### config.mk
export PLATFORM = sky130hd
export DESIGN_NAME = ex_issue
export DESIGN_NICKNAME = d
export VERILOG_FILES = /design/src/rtl/ex_issue.sv
export SDC_FILE = /design/constraint.sdc
export NUM_CORES = 1
export LEC_CHECK = 0
export CAP_MARGIN = 25
export CORE_ASPECT_RATIO = 1.5
export CORE_UTILIZATION = 50
export DETAILED_ROUTE_END_ITERATION = 10
export GPL_ROUTABILITY_DRIVEN = 0
export PLACE_DENSITY = 0.83
export SYNTH_ARGS = -nofsm -noshare
export SYNTH_HDL_FRONTEND = slang
export SYNTH_SLANG_ARGS = --single-unit
### constraint.sdc
create_clock -name clk -period 2.03 [get_ports clk]
set_clock_uncertainty 0.15 [all_clocks]
set_input_delay 0.3045 -clock clk [delete_from_list [all_inputs] [get_ports clk]]
set_output_delay 0.3045 -clock clk [all_outputs]
set_load 0.03 [all_outputs]
### src/rtl/ex_issue.sv
// Execute-issue stage: 2-entry skid buffer feeding the combinational ALU.
// Define EX_FWD_EN to patch incoming and buffered operands from the writeback bypass.
module ex_issue #(
  parameter int unsigned XLEN = 32,
  parameter int unsigned RIDX = 5
) (
  input  logic            clk,
  input  logic            rst_n,
  input  logic            flush,
  input  logic            in_valid,
  output logic            in_ready,
  input  logic            in_op,
  input  logic            in_op_imm,
  input  logic [2:0]      in_funct3,
  input  logic [6:0]      in_funct7,
  input  logic [RIDX-1:0] in_rd,
  input  logic [RIDX-1:0] in_rs1,
  input  logic [RIDX-1:0] in_rs2,
  input  logic [XLEN-1:0] in_rs1_val,
  input  logic [XLEN-1:0] in_rs2_val,
  input  logic [XLEN-1:0] in_imm,
  input  logic            fwd_valid,
  input  logic [RIDX-1:0] fwd_rd,
  input  logic [XLEN-1:0] fwd_data,
  output logic            out_valid,
  input  logic            out_ready,
  output logic            alu_op,
  output logic            alu_op_imm,
  output logic [2:0]      alu_funct3,
  output logic [6:0]      alu_funct7,
  output logic [XLEN-1:0] alu_a,
  output logic [XLEN-1:0] alu_b,
  output logic [RIDX-1:0] out_rd
);

  typedef struct packed {
    logic            op;
    logic            op_imm;
    logic [2:0]      funct3;
    logic [6:0]      funct7;
    logic [RIDX-1:0] rd;
    logic [RIDX-1:0] rs1;
    logic [RIDX-1:0] rs2;
    logic [XLEN-1:0] rs1v;
    logic [XLEN-1:0] rs2v;
    logic [XLEN-1:0] imm;
  } entry_t;

  typedef enum logic [1:0] {StEmpty, StOne, StTwo} state_e;

  state_e r_state_q, w_state_d;
  entry_t r_head_q, r_skid_q;
  entry_t w_head_d, w_skid_d;
  entry_t w_in, w_in_p, w_head_p, w_skid_p;
  logic   w_accept, w_fire;

  always_comb begin
    w_in        = '0;
    w_in.op     = in_op;
    w_in.op_imm = in_op_imm;
    w_in.funct3 = in_funct3;
    w_in.funct7 = in_funct7;
    w_in.rd     = in_rd;
    w_in.rs1    = in_rs1;
    w_in.rs2    = in_rs2;
    w_in.rs1v   = in_rs1_val;
    w_in.rs2v   = in_rs2_val;
    w_in.imm    = in_imm;
  end

`ifdef EX_FWD_EN
  logic w_fwd_hit;
  assign w_fwd_hit = fwd_valid && (fwd_rd != '0);

  // Per-source match; the immediate is never touched.
  function automatic entry_t patch(entry_t e, logic hit, logic [RIDX-1:0] rd,
                                   logic [XLEN-1:0] data);
    entry_t p;
    p = e;
    if (hit && (e.rs1 == rd)) p.rs1v = data;
    if (hit && (e.rs2 == rd)) p.rs2v = data;
    return p;
  endfunction

  assign w_in_p   = patch(w_in, w_fwd_hit, fwd_rd, fwd_data);
  assign w_head_p = patch(r_head_q, w_fwd_hit, fwd_rd, fwd_data);
  assign w_skid_p = patch(r_skid_q, w_fwd_hit, fwd_rd, fwd_data);
`else
  logic w_unused_fwd;
  assign w_unused_fwd = ^{fwd_valid, fwd_rd, fwd_data, r_head_q.rs1, r_head_q.rs2};
  assign w_in_p   = w_in;
  assign w_head_p = r_head_q;
  assign w_skid_p = r_skid_q;
`endif

  assign w_accept = in_valid && in_ready;
  assign w_fire   = out_valid && out_ready;

  always_ff @(posedge clk) begin
    if (!rst_n) begin
      r_state_q <= StEmpty;
      r_head_q  <= '0;
      r_skid_q  <= '0;
    end else begin
      r_state_q <= w_state_d;
      r_head_q  <= w_head_d;
      r_skid_q  <= w_skid_d;
    end
  end

  always_comb begin
    w_state_d = r_state_q;
    unique case (r_state_q)
      StEmpty: if (w_accept) w_state_d = StOne;
      StOne: begin
        if (w_accept && !w_fire)      w_state_d = StTwo;
        else if (!w_accept && w_fire) w_state_d = StEmpty;
      end
      StTwo:   if (w_fire) w_state_d = StOne;
      default: w_state_d = StEmpty;
    endcase
    if (flush) w_state_d = StEmpty;
  end

  // Entries that stay put pick up bypass patches; a departing head keeps its value so
  // the outputs hold what was last presented.
  always_comb begin
    w_head_d = r_head_q;
    w_skid_d = r_skid_q;
    if (!flush) begin
      if ((r_state_q != StEmpty) && !w_fire) w_head_d = w_head_p;
      if ((r_state_q == StTwo) && !w_fire)   w_skid_d = w_skid_p;
      unique case (r_state_q)
        StEmpty: if (w_accept) w_head_d = w_in_p;
        StOne: begin
          if (w_accept && w_fire) w_head_d = w_in_p;
          else if (w_accept)      w_skid_d = w_in_p;
        end
        StTwo:   if (w_fire) w_head_d = w_skid_p;
        default: ;
      endcase
    end
  end

  always_comb begin
    out_valid  = (r_state_q != StEmpty);
    in_ready   = (r_state_q != StTwo);
    alu_op     = r_head_q.op;
    alu_op_imm = r_head_q.op_imm;
    alu_funct3 = r_head_q.funct3;
    alu_funct7 = r_head_q.funct7;
    alu_a      = r_head_q.rs1v;
    alu_b      = r_head_q.op_imm ? r_head_q.imm : r_head_q.rs2v;
    out_rd     = r_head_q.rd;
  end

endmodule

==> key figures <==
Critical path
  – CP arrival: 1.62 ns
  – Worst setup SP type: flip-flop
  – Critical path type: flip-flop to output port
  – Delay-heaviest family, CP: flip-flops
  – CP peak stage delay: 0.43 ns
  – CP cell instances: buf_16 > mux2_4 > buf_6
  – Critical path's slowest cell: dfxtp_4
  – Req. time, crit path: 1.58 ns
  – CP max FO: 16
  – CP Buf/Inv Count: 2
  – Setup crit end kind: output port

Logic synthesis
  – Ranking of synthesized cells by area: dfxtp_1 (45%), mux2i_1 (11%), a31o_1 (9.7%)
  – FF+latch count, synth: 228
  – Synth unique cells: 25
  – Post-synth net total: 1287
  – Synthesized area: 10200 um2
  – Sequential area share after synthesis: 44.7%
  – Synth warn: 0
  – Cell taking the most area after synthesis: dfxtp_1
  – Top-area cell type share of the netlist area: 44.7%
  – Syn Area/Cell: 9.11 um2
  – Cells after Synth: 1121

Die
  – Chip Height: 177 um
  – Ports: 249
  – Die area: 21000 um2
  – Number of cell rows: 63
  – Initial core utilization: 51.4%
  – Placeable core area: 19900 um2
  – Die Wd: 119 um

Run
  – Max Cap Violations: 0

Timing
  – Slew headroom: 59.4%
  – Period minus WS final: 2.07 ns
  – Fin worst setup slack: -0.0437 ns
  – Maximum clock frequency: 0.482 GHz
  – Fin. Hold Viols: 0
  – Worst-margin pin slew: 0.609 ns
  – RSZ-0062 raised after global routing: yes
  – Final period util: 102%
  – Setup violators final: 27
  – Slew Viols, Final: 0

Clock network
  – Insertion delay to the later sink of the worst-skew pair: 0.51 ns
  – Clock buffer depth: 3
  – Total CTS buffers: 22
  – H-Tree Level Count: 1
  – CTS tree: done
  – Clock tree root buffer cell: clkbuf_16
  – CTS clk-pin slew, worst paths: 0.07 ns
  – CTS sink cnt: 228

Place
  – Hpwl dp: 17200 um
  – Port buffer count: 200
  – Pre-CTS setup slack: -0.184 ns

Pwr
  – Lkg Pwr: 0.00556 uW
  – Max VDD drop: 0.672 mV
  – Total power: 10400 uW
  – PD cells: 781 nW/um2

Drt
  – Post-DR vias/cell: 5.85
  – Starting DRT DRC Count: 553
  – DR vias: 8826
  – Antenna Violating Nets Remaining: 0
  – Pre-antenna DRT Iters: 5
  – Drc violations: 0
  – Routed len/inst: 18.4 um
  – DRT Wirelength: 27700 um

Worst hold path
  – Worst Hold Class: input pin to flip-flop

GRT
  – Vias in the first global route: 8415
  – First-pass GRT wire length: 42900 um
  – GR Overflow Total: 0
  – Initial antenna violation count: 1
  – Global-route usage over all layers: 25.1%
  – Largest net degree at the start of global routing: 114

Outcome
  – Outcome: finished, violations left
  – Failing checks: negative setup slack

Layout
  – Area Overhead vs Synth: 30.3%
  – Share of layout cells above drive strength 1: 13.3%
  – Filler instances: 1521
  – Layout Nets: 1398
## what timing repair did
action                     CTS  global route
cloned                       2             1
hold buffers                 0             0
setup endpoints to repair   37            35
gates resized for setup    214            35
setup buffers                2             0
## final cells by class
type | count | area, um2 | area share [%]
Clock inverter | 6 | 80.1 | 0.602
Antenna cell | 1 | 2.50 | 0.0188
Inverter | 1 | 8.76 | 0.0658
Multi-Input combinational cell | 727 | 4860 | 36.6
Clock buffer | 34 | 687 | 5.16
Timing Repair Buffer | 252 | 2770 | 20.8
Tap cell | 260 | 325 | 2.45
Sequential cell | 228 | 4570 | 34.3
## through the flow
step / util (%) / cells / hold slack, ns / cell area [um2] / TNS (ns)
2_1_floorplan: - / 1121 / 0.246 / 10200 / 0
3_3_place_gp: 61.7 / 1463 / 0.288 / 12300 / -15.70
3_5_place_dp: 61.7 / 1463 / 0.293 / 12300 / -24.47
4_1_cts: 66.2 / 1507 / 0.0567 / 13200 / -1.54
5_1_grt: 67.0 / 1509 / 0.0794 / 13300 / -1.96
6_report: 67.0 / 1509 / 0.0663 / 13300 / -0.751
## path summary, 6_finish.rpt
path / startpoint / end / slack (ns) / depth (start not counted)
max: alu_op_imm / alu_b[1] / -0.04 / 3
min: rst_n / r_skid_q[61] / 0.07 / 3
max reg2reg: r_state_q[0] / r_head_q[35] / 0.12 / 6
min reg2reg: r_skid_q[44] / r_skid_q[44] / 0.30 / 2
## synth_stat cells
cell,instances
o22a_1,1
dfxtp_1,228
buf_1,2
a21oi_1,114
mux2_2,32
nor4_1,113
mux2i_1,113
or3_1,1
nor3_1,1
nor3_2,1
and3b_1,1
nor2b_2,1
or2_1,1
buf_6,8
nand2_1,228
a31o_1,113
a21oi_2,1
buf_4,53
inv_2,1
a2111oi_0,1
clkbuf_1,64
o21a_1,1
or2_2,1
nand2b_1,3
buf_2,38
## per-layer routing
metal / part of all wire, % / GRT usage (%)
met5: 0 / 0
met2: 51 / 44.2
met4: 4.2 / 12.2
met1: 40 / 30.5
met3: 5.1 / 2.55
## placed cells by master, fill, tap and decap left out, types with 2 or more instances in the layout
cell type / n
a21oi_1: 114
a31o_1: 113
buf_12: 21
buf_16: 2
buf_4: 32
buf_6: 31
bufinv_16: 2
clkbuf_1: 4
clkbuf_16: 24
clkbuf_8: 7
clkdlybuf4s50_1: 157
clkinv_2: 4
dfxtp_1: 227
dlygate4sd2_1: 3
dlymetal6s2s_1: 3
mux2_4: 31
mux2i_1: 113
nand2_1: 228
nand2b_1: 2
nor4_1: 113
## kinds of logic after synthesis
family / count (synthesis) / share of synthesized area, %
AO/OA/AOI/OAI: 231 / 15.6
buffers and inverters: 166 / 9.10
flip-flops: 228 / 44.7
multiplexers: 145 / 14.6
AND/OR/NAND/NOR: 351 / 16.0
## tightest hold or removal path: cells and delay by family
kind	cells	cell delay (ns)
buffers and inverters	2	0.24
AOI/OAI and AO/OA	1	0.13
## power by group
group	leakage (uW)	internal [uW]	switching [uW]
logic	0.00332	670	723
clock network	0.000382	2580	1720
registers	0.00185	4610	83.2
total	0.00556	7860	2530
## flip-flops by register name (all words and copies together) (netlist names)
register / count
alu_funct7: 7
r_skid_q: 113
alu_a: 32
r_head_q: 64
alu_op_imm: 1
alu_op: 1
out_rd: 5
r_state_q: 2
alu_funct3: 3
(Power assumes the default switching activity.)
